--- config.mk ---
export PLATFORM = sky130hd
export DESIGN_NAME = mdu_hilo_ctrl
export DESIGN_NICKNAME = d
export VERILOG_FILES = /design/src/rtl/mdu_hilo_ctrl_pkg.sv /design/src/rtl/mdu_hilo_ctrl_div.sv /design/src/rtl/mdu_hilo_ctrl.sv
export SDC_FILE = /design/constraint.sdc
export NUM_CORES = 2
export LEC_CHECK = 0
export BUFFER_PORTS_ARGS = -buffer_cell sky130_fd_sc_hd__buf_2
export CAP_MARGIN = 20
export CORE_UTILIZATION = 45
export CTS_BUF_LIST = sky130_fd_sc_hd__clkbuf_4
export DETAILED_ROUTE_END_ITERATION = 10
export GPL_ROUTABILITY_DRIVEN = 0
export PLACE_DENSITY = 0.68
export SLEW_MARGIN = 20
export SYNTH_ARGS = -nofsm -noshare
export SYNTH_HDL_FRONTEND = slang
export SYNTH_SLANG_ARGS = --single-unit
--- constraint.sdc ---
create_clock -name clk -period 9.3 [get_ports clk]
set_input_delay 1.86 -clock clk [delete_from_list [all_inputs] [get_ports clk]]
set_output_delay 1.86 -clock clk [all_outputs]
set_load 0.02 [all_outputs]
--- src/rtl/mdu_hilo_ctrl_pkg.sv ---
// Shared multiply/divide types: EXE-stage MDU op codes, controller states
// and the signed-magnitude helper used when loading the divider.
package mdu_hilo_ctrl_pkg;

   typedef enum logic [2:0] {
      OP_NONE  = 3'd0,
      OP_MULT  = 3'd1,
      OP_MULTU = 3'd2,
      OP_DIV   = 3'd3,
      OP_DIVU  = 3'd4,
      OP_MTHI  = 3'd5,
      OP_MTLO  = 3'd6
   } mdu_op_t;

   typedef enum logic [1:0] {
      S_IDLE = 2'd0,
      S_MUL  = 2'd1,
      S_DIV  = 2'd2,
      S_FIX  = 2'd3
   } mdu_state_t;

   // Magnitude of a two's-complement value when en is set, raw value otherwise.
   function automatic logic [31:0] abs32(input logic [31:0] v, input logic en);
      return (en && v[31]) ? (~v + 32'd1) : v;
   endfunction

endpackage

--- src/rtl/mdu_hilo_ctrl_div.sv ---
// Unsigned restoring divider datapath: one quotient bit per step, 32 steps.
// Latency: 32 step cycles after load; no backpressure, the controller gates step.
// Results stay stable in quotient/remainder once stepping stops.
module div_iter_core (
   input  logic        clk,
   input  logic        rst,
   input  logic        load,
   input  logic        step,
   input  logic [31:0] dividend,
   input  logic [31:0] divisor,
   output logic [31:0] quotient,
   output logic [31:0] remainder,
   output logic        last
);

   logic [31:0] dvsr;
   logic [4:0]  cnt;
   logic [32:0] shifted;
   logic [32:0] diff;

   // Partial remainder is always below the divisor, so bit 32 of diff is a clean borrow.
   always_comb begin
      shifted = {remainder, quotient[31]};
      diff    = shifted - {1'b0, dvsr};
   end

   always_ff @(posedge clk or posedge rst) begin
      if (rst) begin
         remainder <= '0;
         quotient  <= '0;
         dvsr      <= '0;
         cnt       <= '0;
      end else if (load) begin
         remainder <= '0;
         quotient  <= dividend;
         dvsr      <= divisor;
         cnt       <= 5'd31;
      end else if (step) begin
         if (!diff[32]) begin
            remainder <= diff[31:0];
            quotient  <= {quotient[30:0], 1'b1};
         end else begin
            remainder <= shifted[31:0];
            quotient  <= {quotient[30:0], 1'b0};
         end
         cnt <= cnt - 5'd1;
      end
   end

   assign last = (cnt == 5'd0);

endmodule

--- src/rtl/mdu_hilo_ctrl.sv ---
// EXE-stage multiply/divide controller owning the HI/LO register pair.
// Latency: MULT(U) 1+MUL_LATENCY cycles, DIV(U) 34 (2 on zero divisor), MTHI/MTLO 0.
// Backpressure: MDU_Stall freezes IF/ID/EXE while busy; a flush aborts with no HI/LO write.
module mdu_hilo_ctrl
   import mdu_hilo_ctrl_pkg::*;
#(
   parameter int          MUL_LATENCY   = 2,
   parameter bit          DIV_ZERO_FAST = 1'b1,
   parameter logic [31:0] HILO_RST_VAL  = 32'h0
) (
   input  logic        clk,
   input  logic        rst,
   input  logic [2:0]  EXE_MDUOp,
   input  logic        EXE_Valid,
   input  logic [31:0] EXE_BusA,
   input  logic [31:0] EXE_BusB,
   input  logic        EXE_Advance,
   input  logic        MDU_Flush,
   output logic        MDU_Stall,
   output logic        MDU_Busy,
   output logic        MDU_Done,
   output logic [31:0] HI_Out,
   output logic [31:0] LO_Out
);

   localparam logic [1:0] MUL_CNT_INIT = 2'(MUL_LATENCY - 1);

   mdu_op_t     op;
   mdu_state_t  state, state_nxt;
   logic [1:0]  cnt, cnt_nxt;
   logic        done_hold, done_hold_nxt;
   logic        is_mul, is_div, idle_ok, start, b_zero;
   logic        hi_we, lo_we;
   logic [31:0] hi_nxt, lo_nxt;
   logic [31:0] op_a, op_b;
   logic        mul_signed, zero_div, neg_q, neg_r;
   logic [63:0] mul_a_ext, mul_b_ext, mul_prod;
   logic [31:0] fix_q, fix_r;
   logic [31:0] div_a, div_b, div_q, div_r;
   logic        div_load, div_last;

   assign op     = mdu_op_t'(EXE_MDUOp);
   assign is_mul = (op == OP_MULT) || (op == OP_MULTU);
   assign is_div = (op == OP_DIV) || (op == OP_DIVU);
   assign b_zero = (EXE_BusB == 32'd0);
   assign div_a  = abs32(EXE_BusA, op == OP_DIV);
   assign div_b  = abs32(EXE_BusB, op == OP_DIV);

   // Extending to 64 bits makes one multiplier serve both signed and unsigned forms.
   assign mul_a_ext = mul_signed ? {{32{op_a[31]}}, op_a} : {32'd0, op_a};
   assign mul_b_ext = mul_signed ? {{32{op_b[31]}}, op_b} : {32'd0, op_b};
   assign mul_prod  = mul_a_ext * mul_b_ext;

   always_comb begin
      fix_q = neg_q ? (~div_q + 32'd1) : div_q;
      fix_r = neg_r ? (~div_r + 32'd1) : div_r;
      if (zero_div) begin
         fix_q = 32'hFFFF_FFFF;
         fix_r = op_a;
      end
   end

   always_comb begin
      state_nxt     = state;
      cnt_nxt       = cnt;
      done_hold_nxt = done_hold;
      hi_we         = 1'b0;
      lo_we         = 1'b0;
      hi_nxt        = '0;
      lo_nxt        = '0;
      div_load      = 1'b0;
      idle_ok       = EXE_Valid && !MDU_Flush && !done_hold && !rst && (state == S_IDLE);
      start         = idle_ok && (is_mul || is_div);

      case (state)
         S_IDLE: begin
            if (start && is_mul) begin
               state_nxt = S_MUL;
               cnt_nxt   = MUL_CNT_INIT;
            end else if (start) begin
               div_load  = 1'b1;
               state_nxt = (b_zero && DIV_ZERO_FAST) ? S_FIX : S_DIV;
            end else if (idle_ok && op == OP_MTHI) begin
               hi_we  = 1'b1;
               hi_nxt = EXE_BusA;
            end else if (idle_ok && op == OP_MTLO) begin
               lo_we  = 1'b1;
               lo_nxt = EXE_BusA;
            end
         end
         S_MUL: begin
            cnt_nxt = cnt - 2'd1;
            if (cnt == 2'd0) begin
               state_nxt        = S_IDLE;
               {hi_nxt, lo_nxt} = mul_prod;
               hi_we            = 1'b1;
               lo_we            = 1'b1;
            end
         end
         S_DIV: begin
            if (div_last) state_nxt = S_FIX;
         end
         S_FIX: begin
            state_nxt = S_IDLE;
            hi_nxt    = fix_r;
            lo_nxt    = fix_q;
            hi_we     = 1'b1;
            lo_we     = 1'b1;
         end
         default: state_nxt = S_IDLE;
      endcase

      if (MDU_Flush) begin
         state_nxt = S_IDLE;
         hi_we     = 1'b0;
         lo_we     = 1'b0;
      end

      MDU_Done = hi_we || lo_we;
      // Advancing retires the instruction, so it wins over a same-cycle write.
      if (MDU_Flush || EXE_Advance) done_hold_nxt = 1'b0;
      else if (MDU_Done)            done_hold_nxt = 1'b1;

      MDU_Stall = start || ((state != S_IDLE) && !MDU_Flush);
      MDU_Busy  = (state != S_IDLE);
   end

   always_ff @(posedge clk or posedge rst) begin
      if (rst) begin
         state     <= S_IDLE;
         cnt       <= '0;
         done_hold <= 1'b0;
      end else begin
         state     <= state_nxt;
         cnt       <= cnt_nxt;
         done_hold <= done_hold_nxt;
      end
   end

   always_ff @(posedge clk or posedge rst) begin
      if (rst) begin
         op_a       <= '0;
         op_b       <= '0;
         mul_signed <= 1'b0;
         zero_div   <= 1'b0;
         neg_q      <= 1'b0;
         neg_r      <= 1'b0;
         HI_Out     <= HILO_RST_VAL;
         LO_Out     <= HILO_RST_VAL;
      end else begin
         if (start) begin
            op_a       <= EXE_BusA;
            op_b       <= EXE_BusB;
            mul_signed <= (op == OP_MULT);
            zero_div   <= b_zero && DIV_ZERO_FAST;
            neg_q      <= (op == OP_DIV) && (EXE_BusA[31] ^ EXE_BusB[31]);
            neg_r      <= (op == OP_DIV) && EXE_BusA[31];
         end
         if (hi_we) HI_Out <= hi_nxt;
         if (lo_we) LO_Out <= lo_nxt;
      end
   end

   div_iter_core u_div (
      .clk       (clk),
      .rst       (rst),
      .load      (div_load),
      .step      (state == S_DIV),
      .dividend  (div_a),
      .divisor   (div_b),
      .quotient  (div_q),
      .remainder (div_r),
      .last      (div_last)
   );

endmodule

==> results.sh <==
export IMPL_setup_tns_ns=0
export IMPL_vias_per_cell=5.47
export IMPL_tritoncts="built"
export IMPL_ys_seq_area_share_pct=9.50
export IMPL_track_usage_pct=27.7
export IMPL_fp_row_count=136
export IMPL_setup_viol=0
export IMPL_synth_edf_count=0
export IMPL_ys_ff_latch=238
export IMPL_drv_slew=0
export IMPL_fin_crit_ns=9.10
export IMPL_hold_buffers=0
export IMPL_fill_cells=12800
export IMPL_yosys_area_share_xor_xnor_pct=3.74
export IMPL_fin_crit_sh_pct=97.8
export IMPL_async_flop_share_pct=100
export IMPL_synthToLayoutAreaGrowth_pct=7.54
export IMPL_initial_core_util_pct=45.5
export IMPL_critPathCaptureType="flip-flop"
export IMPL_drc=0
export IMPL_crit_slowest_cell="or4_1"
export IMPL_crit_fanout=34
export IMPL_synthSimpleGateAreaFrac_pct=14.5
export IMPL_cts_sinks=238
export IMPL_cpPeakStageDelay_ns=0.64
export IMPL_ys_warn_count=0
export IMPL_synthAdderAreaFrac_pct=52.3
export IMPL_grt_start_max_net_pins=99
export IMPL_core_area_mm2=0.138
export IMPL_fin_nets=8818
export IMPL_synth_flop_cell="dfrtp_1"
export IMPL_yosysTopAreaCell="fa_1"
export IMPL_fp_dieW_um=375
export IMPL_synth_fp_nets=8760
export IMPL_ant_nets=0
export IMPL_finalClockSkew_ns=0.0430
export IMPL_synth_top_cell_area_share_pct=45.3
export IMPL_gr_total_overflow=0
export IMPL_clock_latency_ns=0.82
export IMPL_tightest_slew_ns=1.12
export IMPL_first_global_vias=52200
export IMPL_syn_instance_count=6921
export IMPL_numPortBuffers=138
export IMPL_worstPathArrival_ns=9.75
export IMPL_dp_cells=8698
export IMPL_required_ns=9.95
export IMPL_drt_total_wl_mm=190
export IMPL_die_area_mm2=0.141
export IMPL_relSlewSlack_pct=25.2
export IMPL_path_common_cell="fa_1"
export IMPL_synth_top_family_by_area="adder cells"
export IMPL_cts_buffers=72
export IMPL_cts_root_buffer="clkbuf_4"
export IMPL_synthMuxAreaShare_pct=0.579
export IMPL_grt_first_pass_wirelength_mm=300
export IMPL_finalHoldViolCount=0
export IMPL_rr_worst_depth=29
export IMPL_fp_dieH_um=375
export IMPL_start_kind="flip-flop"
export IMPL_drt_iter0_drc=4128
export IMPL_final_instance_count_excl_fill=8837
export IMPL_maxCapViolCount=0
export IMPL_hold_depth=1
export IMPL_synth_cell_area_mm2=0.0627
export IMPL_routedWlPerCell_um=21.4
export IMPL_synth_distinct_cells=76
export IMPL_status="completed"
export IMPL_yosysMostFrequentCell="inv_1"
export IMPL_dp_hpwl_mm=156
export IMPL_critPathKind="reg -> reg"
export IMPL_postLayoutCoreUtil_pct=48.9
export IMPL_antenna_found_initial=15
export IMPL_cts_buffer_depth=3
export IMPL_htreeDepth=3
export IMPL_drt_first_pass_iters=6
export IMPL_yosys_top_cells_count="inv_1, fa_1, nand2_1"
export IMPL_boundaryPins=139
export IMPL_max_freq_ghz=0.110
export IMPL_synth_area_top_cells="fa_1, inv_1, dfrtp_1"
export IMPL_vias=48300
export IMPL_hold_path_class="reg -> reg"
export IMPL_synth_compound_area_share_pct=7.50
export IMPL_drive_gt1_share_pct=7.80
export IMPL_clk_pin_slew_ns=0.07
export IMPL_avgSynthCellArea_um2=9.06
-- state kept, by name (all words and copies together) (netlist names), 2 cells and up --
name and flops:
op_b 32, u_div.remainder 32, op_a 32, cnt 2, HI_Out 32, LO_Out 32, state 2, u_div.cnt 5
u_div.dvsr 32, u_div.quotient 32
-- logic make-up after synthesis --
logic type / count (synthesis)
XOR/XNOR: 267
AND/OR/NAND/NOR: 1881
flip-flops: 238
adder cells (fa/ha/maj): 1771
multiplexers: 36
AO/OA/AOI/OAI: 749
buffers and inverters: 1979
-- per-stage QoR --
step                      hold slack (ns)  instance area [um^2]  worst slack, ns
final                               0.477                 67400            0.202
after global routing                0.499                 67400          -0.0196
after CTS                           0.479                 67200            0.109
after detailed placement            0.470                 66400            0.119
after global placement              0.461                 66400            0.244
after floorplan                     0.445                 62700            0.221
-- layer usage --
metal | wire [um] | vias to the layer above | GRT usage [%]
met1 | 72100 | 24700 | 35.1
met2 | 90700 | 2169 | 45.8
li1 | - | 20800 | -
met4 | 11900 | 8 | 14.2
met3 | 14800 | 597 | 4.40
met5 | 44 | - | 0
-- path summary, 6_finish.rpt --
check	to	slack, ns	startpoint
setup reg to reg	HI_Out[5]	0.20	op_a[28]
hold reg to reg	cnt[0]	0.48	cnt[0]
hold / removal	cnt[0]	0.48	cnt[0]
max in group asynchronous	op_a[26]	6.57	rst
setup / recovery	HI_Out[5]	0.20	op_a[28]
min in group asynchronous	LO_Out[13]	1.17	rst
-- area by class of cell --
type / instances / area, um^2 / area share (%)
antenna: 14 / 35.0 / 0.0520
clock buffer: 97 / 728 / 1.08
clock inverter: 27 / 139 / 0.206
inverter: 1600 / 6010 / 8.92
multi-input combinational: 4704 / 49500 / 73.4
sequential: 238 / 5970 / 8.85
tap: 1794 / 2240 / 3.33
timing repair buffer: 363 / 2830 / 4.19
-- worst max-delay path, delay by kind of cell (launching register included) --
family	cells	cell delay, ns
simple gates	3	0.97
compound gates	4	0.61
fa+ha+maj	11	5.34
buf+inv	10	1.42
xor+xnor	1	0.16
flops	1	0.42
-- timing repair --
item | in CTS | in global routing
setup buffers | 0 | 1
endpoints found under the hold margin | 0 | 0
resized for setup | 0 | 45
endpoints found under the setup margin | 0 | 21
-- placed cells by master (no fill, tap or decap), types with 138 or more instances in the layout --
master and count:
nor2_1 150, ha_1 347, buf_2 138, dfrtp_1 230, fa_1 1413, nand2_1 902, o21ai_0 260, and2_1 576
xnor2_1 181, inv_1 1595, buf_4 184, a21oi_1 155
Power is not shown: default switching activity piles up to over one toggle a cycle in this logic, so the estimate is an artifact.
